$ cat src/rtl/perf_uart_pkg.sv
`default_nettype none
// ============================================================================
// Module   : perf_uart_pkg
// Purpose  : Shared types and helpers for the performance-counter UART reporter.
// Revision : 1.0 - initial release
// ============================================================================
package perf_uart_pkg;

    typedef enum logic [1:0] {
        IDLE  = 2'd0,
        START = 2'd1,
        DATA  = 2'd2,
        STOP  = 2'd3
    } tx_state_e;

    localparam logic [7:0] SYNC_BYTE        = 8'hA5;
    localparam int         FRAME_BYTES_BASE = 13;

    typedef struct packed {
        logic [31:0] total;
        logic [31:0] stall;
        logic [31:0] flush;
    } perf_snap_t;

    // Byte 0 is the sync marker; bytes 1..12 walk the snapshot MSB byte first.
    function automatic logic [7:0] frame_byte(input perf_snap_t snap, input logic [3:0] idx);
        logic [95:0] flat;
        logic [7:0]  b;
        flat = snap;
        b    = SYNC_BYTE;
        for (int k = 1; k <= 12; k++) begin
            if (idx == 4'(k)) begin
                b = flat[8*(13-k)-1 -: 8];
            end
        end
        return b;
    endfunction

endpackage : perf_uart_pkg
`default_nettype wire

$ cat src/rtl/uart_tx_byte.sv
`default_nettype none
// ============================================================================
// Module   : uart_tx_byte
// Purpose  : 8N1 byte serializer; a load on the final stop cycle chains the
//            next byte with no idle gap.
// Revision : 1.0 - initial release
// ============================================================================
module uart_tx_byte
    import perf_uart_pkg::*;
#(
    parameter int DIV = 434
) (
    input  logic       clk,
    input  logic       rst,
    input  logic       load_i,
    input  logic [7:0] byte_i,
    output logic       tx_o,
    output logic       done_o
);

    localparam int CNT_W = (DIV > 1) ? $clog2(DIV) : 1;

    tx_state_e          state_q, state_d;
    logic [CNT_W-1:0]   baud_q, baud_d;
    logic [2:0]         bit_q, bit_d;
    logic [7:0]         shift_q, shift_d;
    logic               tx_q, tx_d;
    logic               bit_end;

    assign bit_end = (baud_q == CNT_W'(DIV - 1));

    always_comb begin
        state_d = state_q;
        baud_d  = baud_q;
        bit_d   = bit_q;
        shift_d = shift_q;
        done_o  = 1'b0;
        case (state_q)
            IDLE: begin
                if (load_i) begin
                    state_d = START;
                    baud_d  = '0;
                    shift_d = byte_i;
                end
            end
            START: begin
                if (bit_end) begin
                    state_d = DATA;
                    baud_d  = '0;
                    bit_d   = 3'd0;
                end else begin
                    baud_d  = baud_q + 1'b1;
                end
            end
            DATA: begin
                if (bit_end) begin
                    baud_d  = '0;
                    shift_d = {1'b0, shift_q[7:1]};
                    if (bit_q == 3'd7) begin
                        state_d = STOP;
                    end else begin
                        bit_d = bit_q + 3'd1;
                    end
                end else begin
                    baud_d = baud_q + 1'b1;
                end
            end
            STOP: begin
                if (bit_end) begin
                    done_o = 1'b1;
                    baud_d = '0;
                    if (load_i) begin
                        state_d = START;
                        shift_d = byte_i;
                    end else begin
                        state_d = IDLE;
                    end
                end else begin
                    baud_d = baud_q + 1'b1;
                end
            end
            default: state_d = IDLE;
        endcase
    end

    // Line level is registered from the next state so tx never glitches.
    always_comb begin
        tx_d = 1'b1;
        case (state_d)
            START:   tx_d = 1'b0;
            DATA:    tx_d = shift_d[0];
            default: tx_d = 1'b1;
        endcase
    end

    always_ff @(posedge clk or posedge rst) begin
        if (rst) begin
            state_q <= IDLE;
            baud_q  <= '0;
            bit_q   <= '0;
            shift_q <= '0;
            tx_q    <= 1'b1;
        end else begin
            state_q <= state_d;
            baud_q  <= baud_d;
            bit_q   <= bit_d;
            shift_q <= shift_d;
            tx_q    <= tx_d;
        end
    end

    assign tx_o = tx_q;

endmodule : uart_tx_byte
`default_nettype wire

$ cat src/rtl/perf_uart_reporter.sv
`default_nettype none
// ============================================================================
// Module   : perf_uart_reporter
// Purpose  : Snapshots the CPU perf counters on request and sends one framed
//            packet over UART. Define PERF_UART_CHECKSUM_EN to append an XOR
//            checksum byte.
// Revision : 1.0 - initial release
// ============================================================================
module perf_uart_reporter
    import perf_uart_pkg::*;
#(
    parameter int CLK_HZ = 50_000_000,
    parameter int BAUD   = 115200
) (
    input  logic        clk,
    input  logic        rst,
    input  logic        report_req,
    input  logic [31:0] total_cycles,
    input  logic [31:0] stall_cycles,
    input  logic [31:0] flush_cycles,
    output logic        tx,
    output logic        busy,
    output logic        overrun,
    output logic [15:0] frames_sent
);

    localparam int DIV = CLK_HZ / BAUD;
`ifdef PERF_UART_CHECKSUM_EN
    localparam int N_BYTES = FRAME_BYTES_BASE + 1;
`else
    localparam int N_BYTES = FRAME_BYTES_BASE;
`endif

    perf_snap_t  snap_q;
    logic [3:0]  byte_idx_q;
    logic        busy_q;
    logic        overrun_q;
    logic [15:0] frames_q;

    logic        accept;
    logic        last_byte;
    logic [3:0]  next_idx;
    logic        tx_load;
    logic [7:0]  tx_byte;
    logic        tx_done;
    perf_snap_t  snap_in;

    assign snap_in   = '{total: total_cycles, stall: stall_cycles, flush: flush_cycles};
    assign accept    = report_req && !busy_q;
    assign last_byte = (byte_idx_q == 4'(N_BYTES - 1));
    assign next_idx  = byte_idx_q + 4'd1;
    assign tx_load   = accept || (tx_done && !last_byte);

`ifdef PERF_UART_CHECKSUM_EN
    logic [7:0] chk_q;

    function automatic logic [7:0] xor_bytes(input perf_snap_t s);
        logic [95:0] f;
        logic [7:0]  r;
        f = s;
        r = 8'h00;
        for (int k = 0; k < 12; k++) begin
            r = r ^ f[8*k +: 8];
        end
        return r;
    endfunction

    always_ff @(posedge clk or posedge rst) begin
        if (rst) begin
            chk_q <= 8'h00;
        end else if (accept) begin
            chk_q <= xor_bytes(snap_in);
        end
    end

    always_comb begin
        tx_byte = SYNC_BYTE;
        if (!accept) begin
            if (next_idx == 4'(FRAME_BYTES_BASE)) begin
                tx_byte = chk_q;
            end else begin
                tx_byte = frame_byte(snap_q, next_idx);
            end
        end
    end
`else
    always_comb begin
        tx_byte = SYNC_BYTE;
        if (!accept) begin
            tx_byte = frame_byte(snap_q, next_idx);
        end
    end
`endif

    uart_tx_byte #(
        .DIV (DIV)
    ) u_tx (
        .clk    (clk),
        .rst    (rst),
        .load_i (tx_load),
        .byte_i (tx_byte),
        .tx_o   (tx),
        .done_o (tx_done)
    );

    // busy drops on the edge that ends the final stop bit, so a request in
    // that last cycle still counts as an overrun.
    always_ff @(posedge clk or posedge rst) begin
        if (rst) begin
            snap_q     <= '0;
            byte_idx_q <= '0;
            busy_q     <= 1'b0;
            overrun_q  <= 1'b0;
            frames_q   <= '0;
        end else begin
            if (accept) begin
                snap_q     <= snap_in;
                byte_idx_q <= '0;
                busy_q     <= 1'b1;
            end else if (tx_done) begin
                if (last_byte) begin
                    busy_q   <= 1'b0;
                    frames_q <= frames_q + 16'd1;
                end else begin
                    byte_idx_q <= next_idx;
                end
            end
            if (report_req && busy_q) begin
                overrun_q <= 1'b1;
            end
        end
    end

    assign busy        = busy_q;
    assign overrun     = overrun_q;
    assign frames_sent = frames_q;

endmodule : perf_uart_reporter
`default_nettype wire

$ cat config.mk
export PLATFORM = sky130hd
export DESIGN_NAME = perf_uart_reporter
export DESIGN_NICKNAME = d
export VERILOG_FILES = /design/src/rtl/perf_uart_pkg.sv /design/src/rtl/uart_tx_byte.sv /design/src/rtl/perf_uart_reporter.sv
export SDC_FILE = /design/constraint.sdc
export NUM_CORES = 1
export LEC_CHECK = 0
export CELL_PAD_IN_SITES_DETAIL_PLACEMENT = 1
export CELL_PAD_IN_SITES_GLOBAL_PLACEMENT = 1
export CORE_MARGIN = 2
export CORE_UTILIZATION = 43
export CTS_CLUSTER_SIZE = 25
export DETAILED_ROUTE_END_ITERATION = 6
export GPL_TIMING_DRIVEN = 1
export PLACE_DENSITY_LB_ADDON = 0.1
export SYNTH_ARGS = -nofsm -noshare
export SYNTH_HDL_FRONTEND = slang
export SYNTH_SLANG_ARGS = --single-unit
$ cat constraint.sdc
create_clock -name clk -period 7.1 [get_ports clk]
set_input_delay 1.065 -clock clk [delete_from_list [all_inputs] [get_ports clk]]
set_output_delay 1.065 -clock clk [all_outputs]
set_load 0.05 [all_outputs]
==> metrics.txt <==
DRT Pass-1 Iters 5; WP data required 7450 ps; Worst-Margin Slew 933.2 ps; Adder-Cell Fraction of Synth Area 1.694%; Worst-Skew Late Latency 430 ps; Final Max Slew Viols 0; vias per inst 5.569; Setup Total Neg Slack 0 ps; Int Pwr 1.601 mW; core box area 16,700 sq um; switching share of total power 28.05%; Inst Count DP 1,174; die area 18,240 sq um; multiplexer share of the synthesized area 0.4575%; initial antenna violation count 0; Die X 135.0 um; DR vias 6,716; non-filler cells in the finished layout 1,206; Compound-Gate Fraction of Synth Area 16.72%; ANT cells 0; CTS buffer count 17; maximum root-to-sink buffer count 2; Post-synth EDFFs 0; Die Ht 135.0 um; final hold violations 0; Worst Setup Start Kind primary input; Mapped Avg Cell Area 8.373 sq um; share of power burned in registers 43.1%; Hold Crit Depth 1; IR drop worst, VDD 0.1735 mV; Starting DRT DRC Count 375; Final #Nets 1,082; Final Cycle Share 50.77%; Setup Skew 9.590 ps; final setup violation count 0; net switching power figure 0.6242 mW; R2R depth 8; cell count after synthesis 882; TritonCTS clock tree built; wire length per cell 19.62 um; post-CTS sizing 0; vias in the first global route 7,088; Post-CTS Setup Inserts 0; async set or reset register ratio after synthesis 100.0%; Critical Path AT 3960 ps; Worst-path clk slew 70 ps; I/O pin count 118; synthesized area 7385 sq um; IO Port Bufs 117; global-route wire length before repair 38,160 um; worst min-delay path category flip-flop to flip-flop; Post-synth top flop dfrtp_1; DRC viols 0; Clk pwr share 42.3%; final worst slack 3495 ps; RSZ-0062 raised after global routing false; Post-DRT Antenna Nets 0; synthesis-stage register bit count 141; status finished, final reports clean; CP max FO 48; Max Fclk 277.4 MHz; area delta synth->final 25.70%; xor/xnor share of the synthesized area 2.609%; H-tree depth 4; Initial Utilization 44.22%; Crit Path Class primary input to flip-flop; Combinational Power Share 14.7%; Period minus WS final 3605 ps; synthesized net count 991; routability congestion estimate 0.8698; Core Util, Final 55.58%; GRT overflow 0; Synth warnings 0; Routed WL 23,660 um; hold buffer count at cts 0; Leak Pwr 4.145 nW; max_cap viols 0; power density cells 239.7 nW/um^2; Fill cells 1,991; main combinational cell family by area after synthesis simple AND/OR/NAND/NOR gates; clock sink count 141; CP endpoint kind flip-flop; library cells used by synthesis 70; Total GRT Usage 27.16%; Max-slew headroom 37.37%; detailed placement HPWL 16,900 um; share of cells above drive strength 1 6.592%; Root Buffer Master clkbuf_16; Post-Synth Simple-Gate Area 26.25%; largest net degree at the start of global routing 81; Rows 47; register area share after synthesis 47.80%; Setup WS pre-CTS 3037 ps
-- power by group through the flow --
stage	clock network, mW	registers [mW]	logic (mW)
floorplan	0	0.940	0.203
global placement	0	0.966	0.311
detailed placement	0	0.972	0.323
CTS	0.953	0.958	0.327
global route	0.989	0.969	0.361
finish	0.940	0.958	0.326
-- placed cells by master (no fill, tap or decap), types with 4 or more instances in the layout --
master           instances
dfrtp_1                140
clkbuf_16               17
nor3_1                  13
o211ai_1                 7
a31oi_1                  6
buf_4                    5
clkdlybuf4s50_1        117
nand3_1                 17
o21ai_0                 57
o21a_1                   7
ha_1                     9
nand2_1                300
nor2b_1                  4
xnor2_1                 15
a22oi_1                  8
nor2_1                  54
xor2_1                   7
a221oi_1                11
nand3b_1                 5
nand2b_1                10
a211oi_1                 6
and3_1                   7
inv_1                   26
o221ai_1                 5
o22ai_1                 12
a21oi_1                 34
-- critical path, cell delays in order --
cell and delay (ps):
clkdlybuf4s50_1 510, nand2b_2 630, buf_4 550, nand3_1 240
nor2_4 240, and2_4 210, nand4_4 140, nor2_1 180
xor2_1 180
-- sequential cells by signal (all words and copies together) (netlist names) --
signal,count
snap_q,96
frames_sent,16
u_tx.baud_q,9
u_tx.shift_q,8
byte_idx_q,4
u_tx.bit_q,3
u_tx.state_q,2
busy,1
overrun,1
u_tx.tx_o,1
-- synthesized netlist by cell type, drive strengths merged (3+ instances only) --
library cell / n / area [sq um]
nand2: 303 / 1145
dfrtp: 140 / 3503
o21ai: 59 / 299.0
nor2: 57 / 226.5
a21oi: 36 / 195.2
clkbuf: 27 / 101.4
inv: 27 / 101.4
buf: 23 / 120.1
nand3: 18 / 95.09
nor3: 15 / 85.08
xnor2: 15 / 131.4
nand2b: 12 / 82.58
o22ai: 12 / 75.07
a221oi: 11 / 96.34
ha: 10 / 125.1
a22oi: 8 / 60.06
and3: 8 / 51.30
o211ai: 7 / 52.55
o21a: 7 / 52.55
xor2: 7 / 61.31
a211oi: 6 / 45.04
a31oi: 6 / 37.54
nand3b: 5 / 37.54
nor2b: 5 / 31.28
o221ai: 5 / 43.79
a211o: 3 / 26.28
a21o: 3 / 22.52
a221o: 3 / 30.03
and2: 3 / 21.27
and4: 3 / 26.28
nor4: 3 / 48.80
o2111ai: 3 / 26.28
o311ai: 3 / 26.28
-- cell families (layout without fill, tap and decap cells) --
logic type | Yosys count | count (layout)
AO/OA/AOI/OAI | 188 | 188
XOR/XNOR | 22 | 22
adder cells (fa/ha/maj) | 10 | 10
buffers and inverters | 79 | 183
flip-flops | 141 | 141
multiplexers | 2 | 2
AND/OR/NAND/NOR | 440 | 440
-- stage by stage --
step,hold WS (ps),instance area [sq um],power [mW]
6_report,475.8,9283,2.225
5_1_grt,496.5,9283,2.320
4_1_cts,477.1,9283,2.238
3_5_place_dp,467.2,8665,1.295
3_3_place_gp,441.0,8665,1.278
2_1_floorplan,437.5,7385,1.143
-- final timing paths --
check	startpoint	endpoint	slack, ps
worst max-delay path	report_req	frames_sent[6]	3500
worst min-delay path	frames_sent[15]	frames_sent[15]	480
worst max register to register	byte_idx_q[0]	u_tx.shift_q[7]	3800
worst min register to register	frames_sent[15]	frames_sent[15]	480
max in group asynchronous	rst	snap_q[40]	4680
min in group asynchronous	rst	u_tx.baud_q[8]	1130
-- routing by layer --
layer | vias up | share of wire (%) | wire length (um) | global-route usage [%]
met2 | 144 | 51 | 12020 | 46.56
li1 | 3171 | - | - | -
met1 | 3378 | 44 | 10510 | 35.97
met4 | 0 | 1.2 | 282 | 6.366
met5 | - | 0 | 0 | 0
met3 | 23 | 3.6 | 846 | 4.842
-- cell type report --
class | count | area (sq um) | share of cell area [%]
clock buffer | 20 | 456.7 | 4.920
tap | 220 | 275.3 | 2.965
multi-input combinational | 662 | 3537 | 38.10
clock inverter | 12 | 161.4 | 1.739
inverter | 29 | 113.9 | 1.227
timing repair buffer | 122 | 1209 | 13.02
sequential | 141 | 3530 | 38.02
Power figures use the tool's default switching activity.
